File: src/rtl/counter_pkg.sv
// Shared encodings for the parametrised up/down counter.
// Latency: none (constants and types only).
// Backpressure: not applicable.
package counter_pkg;

    typedef enum logic [1:0] {
        MODE_WRAP    = 2'b00,
        MODE_SAT     = 2'b01,
        MODE_BOUNCE  = 2'b10,
        MODE_ONESHOT = 2'b11
    } mode_e;

    localparam logic DIR_UP = 1'b1;
    localparam logic DIR_DN = 1'b0;

endpackage

File: src/rtl/up_down_counter_param_if.sv
// Control/status bundle of the parametrised up/down counter.
// Latency: none (wires only).
// Backpressure: none; the counter accepts a command every cycle.
interface up_down_counter_param_if #(
    parameter int WIDTH  = 4,
    parameter int STEP_W = 4
);
    logic              ena;
    logic              set;
    logic [WIDTH-1:0]  set_value;
    logic              up_down;
    logic [STEP_W-1:0] step;
    logic [1:0]        mode;
    logic [WIDTH-1:0]  count;
    logic              dir;
    logic              tc;
    logic              done;

    modport master (
        output ena, set, set_value, up_down, step, mode,
        input  count, dir, tc, done
    );

    modport slave (
        input  ena, set, set_value, up_down, step, mode,
        output count, dir, tc, done
    );
endinterface

File: src/rtl/counter_next_calc.sv
// Next-count arithmetic for one enabled step: wrap, clamp or bounce at the bounds.
// Latency: purely combinational.
// Backpressure: none.
module counter_next_calc
    import counter_pkg::*;
#(
    parameter int WIDTH   = 4,
    parameter int STEP_W  = 4,
    parameter int MIN_VAL = 0,
    parameter int MAX_VAL = 15
) (
    input  logic [WIDTH-1:0]  count,
    input  logic              dir,
    input  logic [STEP_W-1:0] step,
    input  logic [1:0]        mode,
    output logic [WIDTH-1:0]  next_count,
    output logic              hit_limit,
    output logic              flip_dir
);
    // Wide enough that count + step never overflows before the bound checks.
    localparam int CW = WIDTH + STEP_W + 1;
    localparam logic [CW-1:0] LO    = CW'(MIN_VAL);
    localparam logic [CW-1:0] HI    = CW'(MAX_VAL);
    localparam logic [CW-1:0] SPAN  = CW'(MAX_VAL - MIN_VAL);
    localparam logic [CW-1:0] RANGE = CW'(MAX_VAL - MIN_VAL + 1);

    logic [CW-1:0] cnt_x;
    logic [CW-1:0] stp_x;
    logic [CW-1:0] eff;
    logic [CW-1:0] raw_up;
    logic [CW-1:0] raw_dn;
    logic [CW-1:0] lo_plus;
    logic [CW-1:0] res;

    // Clip the step to the span, then resolve the bound crossing for the mode.
    always_comb begin
        cnt_x     = CW'(count);
        stp_x     = CW'(step);
        eff       = (stp_x > SPAN) ? SPAN : stp_x;
        raw_up    = cnt_x + eff;
        raw_dn    = cnt_x - eff;
        lo_plus   = LO + eff;
        res       = cnt_x;
        hit_limit = 1'b0;
        if (dir == DIR_UP) begin
            hit_limit = (raw_up >= HI);
            if (mode == MODE_WRAP) begin
                res = (raw_up > HI) ? raw_up - RANGE : raw_up;
            end else begin
                res = hit_limit ? HI : raw_up;
            end
        end else begin
            // Compare against LO + step so the down path never goes negative.
            hit_limit = (cnt_x <= lo_plus);
            if (mode == MODE_WRAP) begin
                res = (cnt_x < lo_plus) ? cnt_x + RANGE - eff : raw_dn;
            end else begin
                res = hit_limit ? LO : raw_dn;
            end
        end
        next_count = WIDTH'(res);
        flip_dir   = hit_limit && (mode == MODE_BOUNCE);
    end

endmodule

File: src/rtl/up_down_counter_param.sv
// Parametrised up/down counter with wrap/saturate/bounce/one-shot modes, tc pulse and done flag.
// Latency: one cycle from command to count/tc/done; dir is combinational.
// Backpressure: none; every edge applies reset > set > counting.
module up_down_counter_param
    import counter_pkg::*;
#(
    parameter int WIDTH   = 4,
    parameter int MIN_VAL = 0,
    parameter int MAX_VAL = 2**WIDTH - 1,
    parameter int STEP_W  = 4
) (
    input logic clk,
    input logic reset,
    up_down_counter_param_if.slave bus
);
    localparam logic [WIDTH-1:0] LO = WIDTH'(MIN_VAL);
    localparam logic [WIDTH-1:0] HI = WIDTH'(MAX_VAL);

    logic [WIDTH-1:0] count_q;
    logic             dir_q;
    logic             tc_q;
    logic             done_q;
    logic             eff_dir;
    logic             counting;
    logic [WIDTH-1:0] set_clamped;
    logic [WIDTH-1:0] next_count;
    logic             hit_limit;
    logic             flip_dir;

    // Bounce follows its own direction register; other modes obey up_down.
    always_comb begin
        eff_dir     = (bus.mode == MODE_BOUNCE) ? dir_q : bus.up_down;
        counting    = bus.ena && (bus.step != '0)
                      && !((bus.mode == MODE_ONESHOT) && done_q);
        set_clamped = bus.set_value;
        if (bus.set_value <= LO) begin
            set_clamped = LO;
        end else if (bus.set_value >= HI) begin
            set_clamped = HI;
        end
    end

    counter_next_calc #(
        .WIDTH   (WIDTH),
        .STEP_W  (STEP_W),
        .MIN_VAL (MIN_VAL),
        .MAX_VAL (MAX_VAL)
    ) u_next (
        .count      (count_q),
        .dir        (eff_dir),
        .step       (bus.step),
        .mode       (bus.mode),
        .next_count (next_count),
        .hit_limit  (hit_limit),
        .flip_dir   (flip_dir)
    );

    // State update; tc only pulses when a step actually lands on or past the limit.
    always_ff @(posedge clk) begin
        if (reset) begin
            count_q <= LO;
            dir_q   <= DIR_UP;
            tc_q    <= 1'b0;
            done_q  <= 1'b0;
        end else if (bus.set) begin
            count_q <= set_clamped;
            dir_q   <= bus.up_down;
            tc_q    <= 1'b0;
            done_q  <= 1'b0;
        end else if (counting) begin
            count_q <= next_count;
            tc_q    <= hit_limit && (next_count != count_q);
            if (flip_dir) begin
                dir_q <= ~dir_q;
            end
            if (hit_limit && (bus.mode == MODE_ONESHOT)) begin
                done_q <= 1'b1;
            end
        end else begin
            tc_q <= 1'b0;
        end
    end

    assign bus.count = count_q;
    assign bus.dir   = eff_dir;
    assign bus.tc    = tc_q;
    assign bus.done  = done_q;

endmodule

File: src/flat_wrapper.sv
// flat-port wrapper written by rule: the top's interface ports become plain ports
module up_down_counter_param_flat import counter_pkg::*;
#(
    parameter int WIDTH   = 4,
    parameter int MIN_VAL = 0,
    parameter int MAX_VAL = 2**WIDTH - 1,
    parameter int STEP_W  = 4
)
  (clk, reset, bus_ena, bus_set, bus_set_value, bus_up_down, bus_step, bus_mode, bus_count, bus_dir, bus_tc, bus_done);
  up_down_counter_param_if #(.WIDTH(WIDTH), .STEP_W(STEP_W)) bus_i ();
  input logic clk;
  input logic reset;
  input wire logic [$bits(bus_i.ena)-1:0] bus_ena;
  input wire logic [$bits(bus_i.set)-1:0] bus_set;
  input wire logic [$bits(bus_i.set_value)-1:0] bus_set_value;
  input wire logic [$bits(bus_i.up_down)-1:0] bus_up_down;
  input wire logic [$bits(bus_i.step)-1:0] bus_step;
  input wire logic [$bits(bus_i.mode)-1:0] bus_mode;
  output wire logic [$bits(bus_i.count)-1:0] bus_count;
  output wire logic [$bits(bus_i.dir)-1:0] bus_dir;
  output wire logic [$bits(bus_i.tc)-1:0] bus_tc;
  output wire logic [$bits(bus_i.done)-1:0] bus_done;
  assign bus_i.ena = bus_ena;
  assign bus_i.set = bus_set;
  assign bus_i.set_value = bus_set_value;
  assign bus_i.up_down = bus_up_down;
  assign bus_i.step = bus_step;
  assign bus_i.mode = bus_mode;
  assign bus_count = bus_i.count;
  assign bus_dir = bus_i.dir;
  assign bus_tc = bus_i.tc;
  assign bus_done = bus_i.done;
  up_down_counter_param #(.WIDTH(WIDTH), .MIN_VAL(MIN_VAL), .MAX_VAL(MAX_VAL), .STEP_W(STEP_W)) u_core (.clk(clk), .reset(reset), .bus(bus_i));
endmodule
File: config.mk
export PLATFORM = sky130hd
export DESIGN_NAME = up_down_counter_param_flat
export DESIGN_NICKNAME = d
export VERILOG_FILES = /design/src/rtl/counter_pkg.sv /design/src/rtl/up_down_counter_param_if.sv /design/src/rtl/counter_next_calc.sv /design/src/rtl/up_down_counter_param.sv /design/src/flat_wrapper.sv
export SDC_FILE = /design/constraint.sdc
export NUM_CORES = 1
export LEC_CHECK = 0
export BUFFER_PORTS_ARGS = -buffer_cell sky130_fd_sc_hd__buf_4
export CORE_UTILIZATION = 45
export CTS_BUF_LIST = sky130_fd_sc_hd__clkbuf_8
export DETAILED_ROUTE_END_ITERATION = 10
export GPL_TIMING_DRIVEN = 0
export HOLD_SLACK_MARGIN = 0.02
export PLACE_DENSITY = 0.7
export SLEW_MARGIN = 20
export SYNTH_ARGS = -nofsm -noshare
export SYNTH_HDL_FRONTEND = slang
export SYNTH_SLANG_ARGS = --single-unit
File: constraint.sdc
create_clock -name clk -period 2.45 [get_ports clk]
set_input_delay 0.245 -clock clk [delete_from_list [all_inputs] [get_ports clk]]
set_output_delay 0.245 -clock clk [all_outputs]
set_load 0.01 [all_outputs]
==> run_results.csv <==
group,metric,value,unit
status,status,"complete, no violations",
cells_and_area,layout_common_cells,"buf_4 (20), nor2_1 (12), inv_1 (10)",
worst_setup_path,critPathMaxStageDelay,410,ps
clock_tree,cts_max_path_buffers,2,
clock_tree,cts_setup_buffers,0,
drt,drc,0,
placement,dp_hpwl,1570,um
cells_and_area,syn2layout_area_growth,25.7,%
pwr,power,522,uW
timing,slew_headroom,68.6,%
logic_synthesis,synth-seq-cells,7,
clock_tree,cts_tree,"yes",
logic_synthesis,ys_warn_count,0,
clock_tree,ctsHoldBuffers,0,
grt,grt_max_degree,11,
timing,grt_setup_unrepaired,"no",
timing,setup_ws,102,ps
worst_setup_path,crit_start,"u_core.bus.count[0]",
logic_synthesis,synth_edf_count,0,
placement,globalplace.congestion,0.890,
placement,numPortBuffers,19,
worst_setup_path,crit_chain,"inv_1 > ha_1 > fa_1 > and3b_1 > a211oi_2 > a211oi_2 > o21ai_1 > nand3_2 > xnor2_1 > a41oi_2",
worst_setup_path,crit_buf_inv,1,
worst_setup_path,critPathCaptureType,"flip-flop",
job,maxCapViolations,0,
logic_synthesis,yosys.cell_types.count,44,
placement,place_inst,150,
logic_synthesis,synth_top_family_by_area,"simple AND/OR/NAND/NOR gates",
logic_synthesis,synth-simple-area-share,23.8,%
worst_setup_path,required,2550,ps
grt,grt_antenna_before_repair,0,
timing,clock.fmax,426,MHz
die,die_h,45.6,um
pwr,powerDensity,484,mW/mm^2
grt,grt_pass1_wl,3110,um
timing,tns,0,ps
die,die-area,0.00208,mm^2
pwr,peakVddDrop,0.385,mV
drt,postRouteAntennaNets,0,
worst_setup_path,crit_path_frequent_cell,"a211oi_2",
clock_tree,cts_sinks,7,
worst_setup_path,slowest_stage,"fa_1",
worst_setup_path,worstPathMaxFanout,4,
clock_tree,cts.clk_slew.worst_paths,40,ps
clock_tree,cts_root_buf,"clkbuf_8",
cells_and_area,stdcell_area,0.00108,mm^2
worst_setup_path,worst_setup_path_start_kind,"flip-flop",
drt,wire_per_inst,12.6,um
min_path,hp-start,"bus_set_value[1]",
worst_setup_path,critPathArrivalTime,2440,ps
logic_synthesis,synthCells,106,
worst_setup_path,critical_path_class,"reg -> reg",
die,initial_utilization,48.6,%
timing,tightest_slew,471,ps
grt,grt.overflow.total,0,
placement,place_area,0.00103,mm^2
die,die_w,45.6,um
logic_synthesis,synth_fa_ha_area_share,16.4,%
cells_and_area,final_cells,154,
timing,skew,2.85,ps
drt,drt_first_pass_iters,4,
timing,slew_violations,0,
grt,grt_pass1_vias,719,
logic_synthesis,avgSynthCellArea,8.09,um^2
die,core_area,0.00176,mm^2
timing,final-setup-viol-count,0,
clock_tree,cts_made_buffers,3,
cells_and_area,drive_gt1_share,30.2,%
grt,grt_util_all_layers,20.8,%
timing,finalCriticalPeriod,2350,ps
worst_setup_path,timing.rr.start,"u_core.bus.count[0]",
grt,top_usage_layer,"met2",
timing,finalCritPeriodShare,95.8,%
clock_tree,clock_latency,230,ps
logic_synthesis,synth_mux_area_share,6.42,%
cells_and_area,postLayoutCoreUtil,61.1,%
cells_and_area,fillers,165,
clock_tree,cts-htree-levels,1,
grt,gr-usage-met2,32.0,%
logic_synthesis,syn-num-nets,131,
logic_synthesis,ys.flop_type,"dfxtp_1",
logic_synthesis,async_flop_share,0,%
timing,fin_hold_ws,252,ps
drt,drt_iter0_markers,25,
logic_synthesis,synth_xor_area_share,6.13,%
drt,num_vias,830,
placement,post-place-ws,91.2,ps
drt,via_per_inst,5.39,
worst_setup_path,crit_family,"compound AO/OA/AOI/OAI gates",
cells_and_area,final_nets,155,
logic_synthesis,ys_seq_area_share,16.4,%
die,rows,15,
drt,drt-total-wl,1940,um
grt,grt.met1_usage,27.8,%
pwr,total_leakage_power,0.484,nW
logic_synthesis,netlist_area,857,um^2
die,io_pins,22,
cells_and_area,antenna_cells,0,
cells_and_area,final_common_cell,"buf_4",
min_path,holdCritPathClass,"in -> reg",
grt,grtUsageMet3,6.35,%
logic_synthesis,synth_compound_area_share,23.5,%
timing,hold_viol,0,
==> layout make-up <==
type | instances | area [um^2] | share of cell area (%)
Timing Repair Buffer | 19 | 143 | 13.2
Inverter | 10 | 37.5 | 3.48
Clock inverter | 1 | 3.75 | 0.348
Clock buffer | 3 | 41.3 | 3.83
Buffer | 4 | 26.3 | 2.44
Multi-Input combinational cell | 85 | 653 | 60.6
Sequential cell | 7 | 141 | 13.1
Tap cell | 25 | 31.3 | 2.90
==> cell families (layout without fill, tap and decap cells) <==
family / count (synthesis) / in the layout
mux: 4 / 4
fa+ha+maj: 10 / 10
xor+xnor: 6 / 6
simple gates: 39 / 39
compound gates: 26 / 26
flops: 7 / 7
buf+inv: 14 / 37
==> layer usage <==
metal	part of all wire (%)	up-vias
met5	0	-
met4	1.3	0
met3	5.7	7
met2	46	28
met1	47	376
li1	-	419
==> worst register-to-register path: stages (launching register included) <==
cell	delay, ps
dfxtp_1	370
inv_1	90
ha_1	230
fa_1	410
and3b_1	240
a211oi_2	60
a211oi_2	300
o21ai_1	160
nand3_2	100
xnor2_1	130
a41oi_2	130
==> repair_timing <==
action / 4_1_cts / 5_1_grt
resized for setup: 0 / 1
endpoints found under the setup margin: 0 / 2
hold endpoints to repair: 0 / 0
==> flip-flops by register name, indices dropped and copies added, names as in the netlist <==
register	flops
u_core.dir_q	1
u_core.bus.tc	1
u_core.bus.done	1
u_core.bus.count	4
==> worst paths after layout <==
kind	slack, ps	to	cells past startpoint
setup / recovery	100	u_core.bus.tc	10
setup reg to reg	100	u_core.bus.tc	10
hold / removal	250	u_core.bus.count[1]	3
hold reg to reg	520	u_core.bus.done	1
==> cells in the mapped netlist (all sizes together) (3+ instances only) <==
| library cell | number | share of area, % |
|---|---|---|
| nand3 | 4 | 2.9 |
| nor2 | 13 | 6.0 |
| dfxtp | 7 | 16 |
| inv | 10 | 4.4 |
| ha | 8 | 12 |
| a21oi | 7 | 5.0 |
| a211oi | 3 | 3.8 |
| nor3 | 3 | 1.8 |
| nand2b | 4 | 3.8 |
| nand2 | 8 | 3.5 |
| xnor2 | 4 | 4.1 |
| o21ai | 6 | 3.9 |
==> report_power, final <==
| group | internal, mW | switching [mW] |
|---|---|---|
| clock network | 0.108 | 0.0511 |
| registers | 0.123 | 0.0115 |
| logic | 0.106 | 0.121 |
Power figures use the tool's default switching activity.
